==> config.mk <==
export PLATFORM = sky130hd
export DESIGN_NAME = shift_seq_unit
export DESIGN_NICKNAME = d
export VERILOG_FILES = /design/src/rtl/shift_seq_pkg.sv /design/src/rtl/shift_step.sv /design/src/rtl/shift_seq_unit.sv
export SDC_FILE = /design/constraint.sdc
export NUM_CORES = 1
export LEC_CHECK = 0
export BUFFER_PORTS_ARGS = -buffer_cell sky130_fd_sc_hd__buf_2
export CAP_MARGIN = 5
export CORE_MARGIN = 2
export CORE_UTILIZATION = 45
export DETAILED_ROUTE_END_ITERATION = 10
export PLACE_DENSITY = 0.71
export SLEW_MARGIN = 20
export SYNTH_ARGS = -nofsm -noshare
export SYNTH_HDL_FRONTEND = slang
export SYNTH_HIERARCHICAL = 1
export SYNTH_SLANG_ARGS = --single-unit
==> constraint.sdc <==
create_clock -name clk -period 1.1 [get_ports clk]
set_input_delay 0.165 -clock clk [delete_from_list [all_inputs] [get_ports clk]]
set_output_delay 0.165 -clock clk [all_outputs]
set_load 0.01 [all_outputs]
==> src/rtl/shift_seq_pkg.sv <==
// Shared encodings for the multi-position shift engine.
package shift_seq_pkg;

  localparam logic [1:0] MODE_LOG = 2'b00;
  localparam logic [1:0] MODE_ARI = 2'b01;
  localparam logic [1:0] MODE_ROT = 2'b10;
  localparam logic [1:0] MODE_SER = 2'b11;

  localparam logic DIR_R = 1'b0;
  localparam logic DIR_L = 1'b1;

  typedef enum logic {
    S_IDLE  = 1'b0,
    S_SHIFT = 1'b1
  } state_t;

endpackage

==> src/rtl/shift_step.sv <==
// Single-position shift: computes the next word and the bit that leaves it.
module shift_step
  import shift_seq_pkg::*;
#(
  parameter int w = 8
) (
  input  logic [w-1:0] q,
  input  logic         dir,
  input  logic [1:0]   mode,
  input  logic         si,
  output logic [w-1:0] next_q,
  output logic         out_bit
);

  logic fill;

  always_comb begin
    out_bit = (dir == DIR_L) ? q[w-1] : q[0];
    fill    = 1'b0;
    unique case (mode)
      MODE_LOG: fill = 1'b0;
      // arithmetic only sign-extends going right; left behaves as logical
      MODE_ARI: fill = (dir == DIR_L) ? 1'b0 : q[w-1];
      MODE_ROT: fill = out_bit;
      MODE_SER: fill = si;
      default:  fill = 1'b0;
    endcase
    if (dir == DIR_L) next_q = {q[w-2:0], fill};
    else              next_q = {fill, q[w-1:1]};
  end

endmodule

==> src/rtl/shift_seq_unit.sv <==
// Multi-position shift engine: one position per clock, start/busy/done handshake.
// state   | meaning
// S_IDLE  | waiting; accepts ld (priority) or start
// S_SHIFT | shifting one position per edge until the counter expires
module shift_seq_unit
  import shift_seq_pkg::*;
#(
  parameter int           w       = 8,
  parameter logic [w-1:0] rst_val = '0,
  parameter int           AW      = $clog2(w) + 1
) (
  input  logic          clk,
  input  logic          rst_b,
  input  logic [w-1:0]  d,
  input  logic          ld,
  input  logic          start,
  input  logic [AW-1:0] amt,
  input  logic          dir,
  input  logic [1:0]    mode,
  input  logic          si,
  output logic [w-1:0]  q,
  output logic          so,
  output logic          busy,
  output logic          done
);

  state_t        state, state_nx;
  logic [AW-1:0] cnt;
  logic          dir_r;
  logic [1:0]    mode_r;
  logic [w-1:0]  step_q;
  logic          step_out;
  logic          last_shift;

  assign last_shift = (cnt == AW'(1));

  shift_step #(.w(w)) u_step (
    .q       (q),
    .dir     (dir_r),
    .mode    (mode_r),
    .si      (si),
    .next_q  (step_q),
    .out_bit (step_out)
  );

  always_ff @(posedge clk or negedge rst_b) begin
    if (!rst_b) state <= S_IDLE;
    else        state <= state_nx;
  end

  always_comb begin
    state_nx = state;
    busy     = 1'b0;
    unique case (state)
      S_IDLE: begin
        if (!ld && start && (amt != '0)) state_nx = S_SHIFT;
      end
      S_SHIFT: begin
        busy = 1'b1;
        if (last_shift) state_nx = S_IDLE;
      end
      default: state_nx = S_IDLE;
    endcase
  end

  always_ff @(posedge clk or negedge rst_b) begin
    if (!rst_b) begin
      q      <= rst_val;
      so     <= 1'b0;
      done   <= 1'b0;
      cnt    <= '0;
      dir_r  <= DIR_R;
      mode_r <= MODE_LOG;
    end else begin
      done <= 1'b0;
      if (state == S_IDLE) begin
        if (ld) begin
          q <= d;
        end else if (start) begin
          dir_r  <= dir;
          mode_r <= mode;
          cnt    <= amt;
          // a zero-length shift completes immediately without entering S_SHIFT
          if (amt == '0) done <= 1'b1;
        end
      end else begin
        q   <= step_q;
        so  <= step_out;
        cnt <= cnt - AW'(1);
        if (last_shift) done <= 1'b1;
      end
    end
  end

endmodule

=== After elaboration in Yosys (flattened, before gate mapping) ===
Index checks and enable logic that the tools add are counted.

* Register bits after elaboration: 18
* Input bits: 20
* Output and inout bits: 11
* Logic and storage cells: 43

* Add/subtract/negate cells: 1
* Eq/ne operators: 5
* Muxes and demuxes: 18
* Bitwise gates (word level): 2
* Reductions and logical operators: 10

{| class="wikitable"
|+ Operators with widths
! kind !! count
|-
| 8-bit 2-to-1 mux || 3
|-
| 4-bit 2-to-1 mux || 3
|-
| 1-bit 2-to-1 mux || 10
|-
| 2-bit == test, second input constant || 2
|-
| 4-bit by 1-bit == test with 1-bit output, second input constant || 1
|-
| 4-bit logical NOT || 1
|-
| 1-bit one-hot mux with 4 select lines || 1
|-
| 2-bit nonzero test || 2
|-
| 4-bit nonzero test || 1
|-
| 4-bit by 1-bit subtractor with 4-bit output, second input constant || 1
|-
| 3-bit AND reduction || 1
|-
| 2-bit by 1-bit == test with 1-bit output, second input constant || 1
|-
| 1-bit logical AND || 2
|-
| 2-bit logical NOT || 1
|-
| 2-bit by 1-bit != test with 1-bit output, second input constant || 1
|-
| 1-bit inverter || 2
|-
| 1-bit one-hot mux with 2 select lines || 1
|-
| 2-bit AND reduction || 1
|-
| 1-bit logical NOT || 1
|}

=== Depth between registers and ports, before layout ===
Gate-level depths: netlist of the first run.

* Depth after elaboration: 5
* Depth in mapped cells: 5
* Gate-level depth less buffers: 5

=== Hierarchy ===
The synthesis of the first run kept the hierarchy.

{| class="wikitable"
|+ Modules (own cells, without submodules)
! module !! times used !! cells an instance !! area each (um2) !! sequential area each (um2)
|-
| shift_seq_unit || 1 || 74 || 887.1 || 450.4
|-
| shift_step || 1 || 17 || 181.4 || 0.0
|}

=== Least setup slack after synthesis of the first run ===
No wires, ideal clock.

* Path kind: reg-to-reg
* Start point: reg dir_r
* End point: reg so
* Library setup time: 0.125 ns
* Arrival: 1.063 ns
* Data required time: 0.975 ns
* Path slack: -0.088 ns
* Stages on the path, launching flop included: 4
* Period minus slack after synthesis: 1.188 ns
* Cells stage by stage: dfrtp_1 > buf_6 > mux2_4 > mux2_2

* Word-level cells in the longest chain between the ends: 1

{| class="wikitable"
|+ RTL lines
! what !! RTL line !! text
|-
| start: declaration || shift_seq_unit.sv:29 || <nowiki>logic dir_r;</nowiki>
|-
| start signal: assignment || shift_seq_unit.sv:80 || <nowiki>dir_r <= dir;</nowiki>
|-
| 1-bit 2-to-1 mux || shift_step.sv:18 || <nowiki>out_bit = (dir == DIR_L) ? q[w-1] : q[0];</nowiki>
|-
| named net step_out || shift_seq_unit.sv:32 || <nowiki>logic step_out;</nowiki>
|-
| end signal: assignment || shift_seq_unit.sv:88 || <nowiki>so <= step_out;</nowiki>
|-
| end: declaration || shift_seq_unit.sv:22 || <nowiki>output logic so,</nowiki>
|}

The timed path passes the listed nets, and every way through them passes these cells.
A chain may end at the register's enable or synchronous reset.

=== Worst setup path in the final report of the first run ===
* Start point: reg dir_r
* End point: reg q[6]

* Word-level cells in the longest chain between the ends: 2

{| class="wikitable"
|+ RTL lines
! what !! RTL line !! text
|-
| 8-bit 2-to-1 mux || shift_step.sv:28 || <nowiki>if (dir == DIR_L) next_q = {q[w-2:0], fill};</nowiki>
|-
| named net step_q[6] || shift_seq_unit.sv:31 || <nowiki>logic [w-1:0] step_q;</nowiki>
|-
| 8-bit 2-to-1 mux || shift_seq_unit.sv:76 || <nowiki>if (state == S_IDLE) begin</nowiki>
|-
| end signal: assignment || shift_seq_unit.sv:68 || <nowiki>q <= rst_val;</nowiki>
|-
| end signal: assignment || shift_seq_unit.sv:87 || <nowiki>q <= step_q;</nowiki>
|-
| end: declaration || shift_seq_unit.sv:21 || <nowiki>output logic [w-1:0] q,</nowiki>
|}

The timed path passes the listed nets, and every way through them passes these cells.

==> results of run 1 <==
-- report_power, final --
part,switching (uW),internal (uW)
Sequential,399,971
Clock,218,202
Combinational,838,1240
Total,1450,2410
-- cells in the final DEF (no fill, tap or decap), types with 3 or more instances in the layout --
cell and n:
buf_2 28, mux2i_1 17, o21ai_1 5, dfrtp_2 3, dfrtp_1 15, clkbuf_4 3
mux2_4 11, buf_4 7, nand2_1 8
-- how the worst max path moves through the flow --
stage,startpoint,to,slack (ns),cells after the start
final,dir_r$_DFFE_PN0P_,q[6]$_DFFE_PN0P_,-0.05,4
after global placement,dir_r$_DFFE_PN0P_,q[4]$_DFFE_PN0P_,-0.04,4
after global routing,dir_r$_DFFE_PN0P_,q[3]$_DFFE_PN0P_,-0.09,4
after floorplan,dir_r$_DFFE_PN0P_,so$_DFFE_PN0P_,-0.09,3
after detailed placement,cnt[1]$_DFFE_PN0P_,state$_DFF_PN0_,-0.08,4
after CTS,dir_r$_DFFE_PN0P_,q[6]$_DFFE_PN0P_,-0.08,4
-- critical path: cells and delay by family (launching register included) --
kind | cells | cell delay (ns)
multiplexers | 1 | 0.29
AO/OA/AOI/OAI | 1 | 0.06
AND/OR/NAND/NOR | 1 | 0.05
buffers and inverters | 1 | 0.16
flip-flops | 1 | 0.48
-- timing repair --
item | 4_1_cts | 5_1_grt
pin swaps | 5 | 3
buffers inserted | 0 | 0
gates cloned | 1 | 0
endpoints found under the hold margin | 18 | 0
endpoints found under the setup margin | 13 | 13
hold buffers | 1 | 0
gates resized for setup | 18 | 8
-- sequential cells by signal, summed over array words and instances (netlist names) --
name and flops:
so 1, mode_r 2, done 1, dir_r 1, q 8, state 1
cnt 4
-- logic make-up (layout without fill, tap and decap cells) --
| group | after synthesis | in the layout | synth area share |
|---|---|---|---|
| adder cells (fa/ha/maj) | 2 | 2 | 0.0234 |
| AND/OR/NAND/NOR | 20 | 20 | 0.110 |
| multiplexers | 28 | 28 | 0.310 |
| XOR/XNOR | 2 | 2 | 0.0164 |
| buffers and inverters | 8 | 48 | 0.0468 |
| flip-flops | 18 | 18 | 0.422 |
| AO/OA/AOI/OAI | 13 | 13 | 0.0714 |
-- final cells by class --
class                           count  area share
Clock buffer                        4      0.0253
Inverter                            4      0.0105
Multi-Input combinational cell     65       0.434
Sequential cell                    18       0.317
Tap cell                           28      0.0245
Timing Repair Buffer               40       0.189
-- per-stage QoR --
step | setup WS, ns | instances | utilization | total power (uW) | hold slack (ns)
3_3_place_gp | -0.0432 | 153 | 0.580 | 3040 | 0.118
2_1_floorplan | -0.0860 | 91 | - | 2520 | -0.131
3_5_place_dp | -0.0799 | 153 | 0.580 | 3120 | 0.122
6_report | -0.0526 | 159 | 0.641 | 3870 | 0.0915
4_1_cts | -0.0761 | 159 | 0.630 | 3820 | 0.0820
5_1_grt | -0.0874 | 159 | 0.641 | 4180 | 0.0787
-- per-layer routing --
layer  vias to the layer above  part of all wire  wire length [um]  global-route usage
li1                        399                 -                 -                   -
met1                       394              0.42               988               0.212
met2                        20              0.52              1220               0.344
met3                         4             0.042                97              0.0286
met4                         0             0.012                27              0.0855
met5                         -                 0                 0                   0
==> flow_summary.json, run 1 <==
{
  "status": "complete, but fails checks",
  "violations": "setup timing",
  "synth.most_common_cell": "dfrtp_1",
  "nFillCells": 189,
  "syn_inst": 91,
  "detail-route-antenna-nets": 0,
  "end_kind": "flop",
  "hp-start": "mode[0]",
  "tritoncts": "yes",
  "portBuffers": 30,
  "syn-num-nets": 113,
  "grt_first_pass_wirelength_um": 3750,
  "dr.pass1.iters": 4,
  "clock_sinks": 18,
  "grt_antenna_before_repair": 0,
  "r2r-start": "dir_r$_DFFE_PN0P_",
  "synth_area_sq_um": 1070,
  "holdPathStages": 2,
  "synth_top_area_share": 0.422,
  "die_w_um": 52.7,
  "r2r-end": "q[6]$_DFFE_PN0P_",
  "path_class": "flop to flop",
  "worstRegToRegCells": 4,
  "arrival_ns": 1.34,
  "drcViolationCount": 0,
  "hold_viol": 0,
  "vias_per_cell": 5.14,
  "clk_pin_slew_ns": 0.11,
  "syn_area_per_cell_sq_um": 11.7,
  "hp-class": "input port to flop",
  "synth_edf_count": 0,
  "r2r_slack_ns": -0.05,
  "rsz0062_at_grt": "yes",
  "setup_slack_ns": -0.0526,
  "grt_usage": 0.188,
  "dpl.hpwl_um": 1680,
  "synthArstFlopShare": 1.00,
  "gp_congestion": 0.834,
  "cap_violations": 0,
  "nets": 154,
  "synth_area_leaders": "dfrtp_1 (42%), mux2i_1 (16%), mux2_4 (14%)",
  "critical_path.cell_chain": "buf_12, mux2_4, nand2_1, o21ai_1",
  "power_density_nw_per_um2": 2700,
  "vias": 817,
  "setup_tns_ns": -0.335,
  "yosys_most_used_dff": "dfrtp_1",
  "num_antenna_cells": 0,
  "cp_slowest_cell": "dfrtp_2",
  "grt_max_degree": 19,
  "drt-initial-drc-count": 7,
  "io_pins": 31,
  "die_y_um": 52.7,
  "ys_top_cells_by_count": "dfrtp_1 (18), mux2i_1 (17), mux2_4 (10), nand2_1 (10), o21ai_0 (8)",
  "tightest_slew_ns": 0.417,
  "slew_headroom": 0.722,
  "yosys.area.top_type": "dfrtp_1",
  "power.leakage_uw": 0.000719,
  "start_util": 0.478,
  "grt_remaining_overflow": 0,
  "numCtsBuffers": 3,
  "setup_violations": 8,
  "crit_fanout": 6,
  "ir_drop_v": 0.00160,
  "worstPathRequired_ns": 1.29,
  "regArea_sq_um": 454,
  "areaGrowthSynthToFinish_pct": 34.0,
  "drv_slew": 0,
  "critPathLaunchType": "flop",
  "synth_seq_cells": 18,
  "finalWirelength_um": 2330,
  "cts_buffer_depth": 2,
  "cts.htree.levels": 1,
  "place_area_sq_um": 1290,
  "ys_warn_count": 6,
  "fmax_mhz": 868,
  "ys_types": 27,
  "clock_skew_ns": 0.00547,
  "clkLatencyLatePin_ns": 0.29,
  "hold_end": "mode_r[0]$_DFFE_PN0P_",
  "cts_root_buffer": "clkbuf_4",
  "seq_area_frac_synth": 0.422,
  "multi_input_area_sq_um": 621,
  "drive_gt1_frac": 0.557,
  "rows": 17,
  "fin_area_sq_um": 1430,
  "post-route-period-util": 1.05,
  "min_period_ns": 1.15,
  "slowest_delay_ns": 0.48,
  "die_area_sq_um": 2780,
  "core-area_sq_um": 2230,
  "grt_pass1_vias": 847,
  "wire_per_inst_um": 14.7
}
(Power assumes the default switching activity.)
==> run 2: changes to the inputs <==
--- a/config.mk
+++ b/config.mk
@@ -8,9 +8,9 @@
 export BUFFER_PORTS_ARGS = -buffer_cell sky130_fd_sc_hd__buf_2
 export CAP_MARGIN = 5
 export CORE_MARGIN = 2
-export CORE_UTILIZATION = 45
+export CORE_UTILIZATION = 48
 export DETAILED_ROUTE_END_ITERATION = 10
-export PLACE_DENSITY = 0.71
+export PLACE_DENSITY = 0.72
 export SLEW_MARGIN = 20
 export SYNTH_ARGS = -nofsm -noshare
 export SYNTH_HDL_FRONTEND = slang
==> constraint.sdc (replaced) <==
create_clock -name clk -period 1.3 [get_ports clk]
set_input_delay 0.195 -clock clk [delete_from_list [all_inputs] [get_ports clk]]
set_output_delay 0.195 -clock clk [all_outputs]
set_load 0.01 [all_outputs]
==> run 2 against run 1 <==
Compared with the run above:
- the flow now finishes without violations
- power is 25% lower
- critical endpoint is now busy
- via count shrank 4.0%
- sequential share of layout area grew 2.3 points
- register-to-register slack improved by 0.19 ns
- hold slack improved by 0.039 ns
- flip-flop and latch count stayed put
- routed wire length decreased by 14%
- clock-buffer cell count stayed put
- core utilization is 2.4 points lower
- clock power shrank 17%
- design area down 7.3%
==> flow_summary.json, run 2 (same netlist as run 1, synthesis figures left out) <==
{
  "tightest_slew_ns": 0.402,
  "regArea_sq_um": 452,
  "num_antenna_cells": 0,
  "die_area_sq_um": 2620,
  "final_common_cell": "buf_2",
  "tritoncts": "yes",
  "post-route-period-util": 0.958,
  "grt_antenna_before_repair": 0,
  "power.leakage_uw": 0.000679,
  "ir_drop_v": 0.00128,
  "power_density_nw_per_um2": 2170,
  "drcViolationCount": 0,
  "top_register": "q",
  "cap_violations": 0,
  "worstRegToRegCells": 4,
  "status": "finished clean",
  "end_kind": "primary output",
  "nets": 150,
  "finalWirelength_um": 2010,
  "cts.htree.levels": 1,
  "min_period_ns": 1.24,
  "worstPathRequired_ns": 1.11,
  "clock_skew_ns": 0.00194,
  "crit_fanout": 13,
  "hp-class": "input port to flop",
  "critPathLaunchType": "flop",
  "grt_usage": 0.176,
  "wire_per_inst_um": 13.0,
  "vias_per_cell": 5.06,
  "io_pins": 31,
  "slew_headroom": 0.732,
  "post-cts-setup-buffers": 0,
  "clk_pin_slew_ns": 0.11,
  "dr.pass1.iters": 4,
  "multi_input_area_sq_um": 574,
  "drv_slew": 0,
  "r2r-start": "dir_r$_DFFE_PN0P_",
  "cts_root_buffer": "clkbuf_4",
  "numCtsBuffers": 3,
  "vias": 784,
  "largest_register_ffs": 8,
  "r2r_slack_ns": 0.14,
  "place_area_sq_um": 1270,
  "areaGrowthSynthToFinish_pct": 24.1,
  "path_class": "flop to primary output",
  "setup_tns_ns": 0,
  "dpl.hpwl_um": 1510,
  "grt_remaining_overflow": 0,
  "start_util": 0.497,
  "cts_buffer_depth": 2,
  "layout_common_cells": "buf_2 (30), mux2i_1 (17), dfrtp_1 (17)",
  "rsz0062_at_grt": "no",
  "core-area_sq_um": 2150,
  "clkLatencyLatePin_ns": 0.29,
  "gp_congestion": 0.802,
  "drive_gt1_frac": 0.457,
  "rows": 17,
  "die_y_um": 51.2,
  "hold_viol": 0,
  "clock_sinks": 18,
  "arrival_ns": 1.05,
  "grt_pass1_vias": 810,
  "top_regs": "q: 8 flops, cnt: 4 flops, mode_r: 2 flops",
  "portBuffers": 30,
  "setup_violations": 0,
  "crit_start": "state$_DFF_PN0_",
  "holdPathStages": 2,
  "grt_first_pass_wirelength_um": 3510,
  "nFillCells": 192,
  "hp-start": "mode[1]",
  "die_w_um": 51.2,
  "fin_area_sq_um": 1330,
  "detail-route-antenna-nets": 0,
  "drt-initial-drc-count": 7,
  "grt_max_degree": 19,
  "fmax_mhz": 803
}
==> run 2: worst paths after layout <==
path	to
max	busy
max reg2reg	q[2]$_DFFE_PN0P_
min in group asynchronous	q[0]$_DFFE_PN0P_
max in group asynchronous	state$_DFF_PN0_
min	mode_r[1]$_DFFE_PN0P_
min reg2reg	so$_DFFE_PN0P_
==> run 2: through the flow <==
step / power, uW / setup WS, ns / util / instances / hold WS [ns]
floorplan: 2100 / 0.112 / - / 91 / -0.101
global placement: 2490 / 0.175 / 0.591 / 150 / 0.151
detailed placement: 2520 / 0.146 / 0.591 / 150 / 0.153
CTS: 2880 / 0.0101 / 0.613 / 155 / 0.127
global route: 3140 / 0.00891 / 0.617 / 155 / 0.124
finish: 2880 / 0.0552 / 0.617 / 155 / 0.131
==> run 2: power breakdown <==
group	switching (uW)	internal, uW
clock	180	170
combinational	584	837
sequential	297	816
total	1060	1820
==> run 2: routing by layer <==
| layer | global-route usage | vias to the layer above | wire length, um |
|---|---|---|---|
| met5 | 0 | - | 0 |
| met4 | 0.0405 | 0 | 0 |
| met3 | 0.0263 | 0 | 92 |
| met2 | 0.325 | 17 | 1030 |
| met1 | 0.215 | 373 | 888 |
| li1 | - | 394 | - |
==> run 2: area by class of cell <==
type,instances,area share
Clock buffer,4,0.0274
Tap cell,28,0.0264
Multi-Input combinational cell,65,0.433
Sequential cell,18,0.341
Inverter,4,0.0113
Timing Repair Buffer,36,0.161
==> run 2: repair_timing <==
item                                   CTS  global route
resized for setup                        1             2
endpoints found under the hold margin   18             0
setup endpoints to repair                1             2
hold buffers                             1             0
==> run 2: critical path, stage by stage, from the launching register on <==
cell and delay, ns:
dfrtp_2 0.47, buf_6 0.16, buf_2 0.14
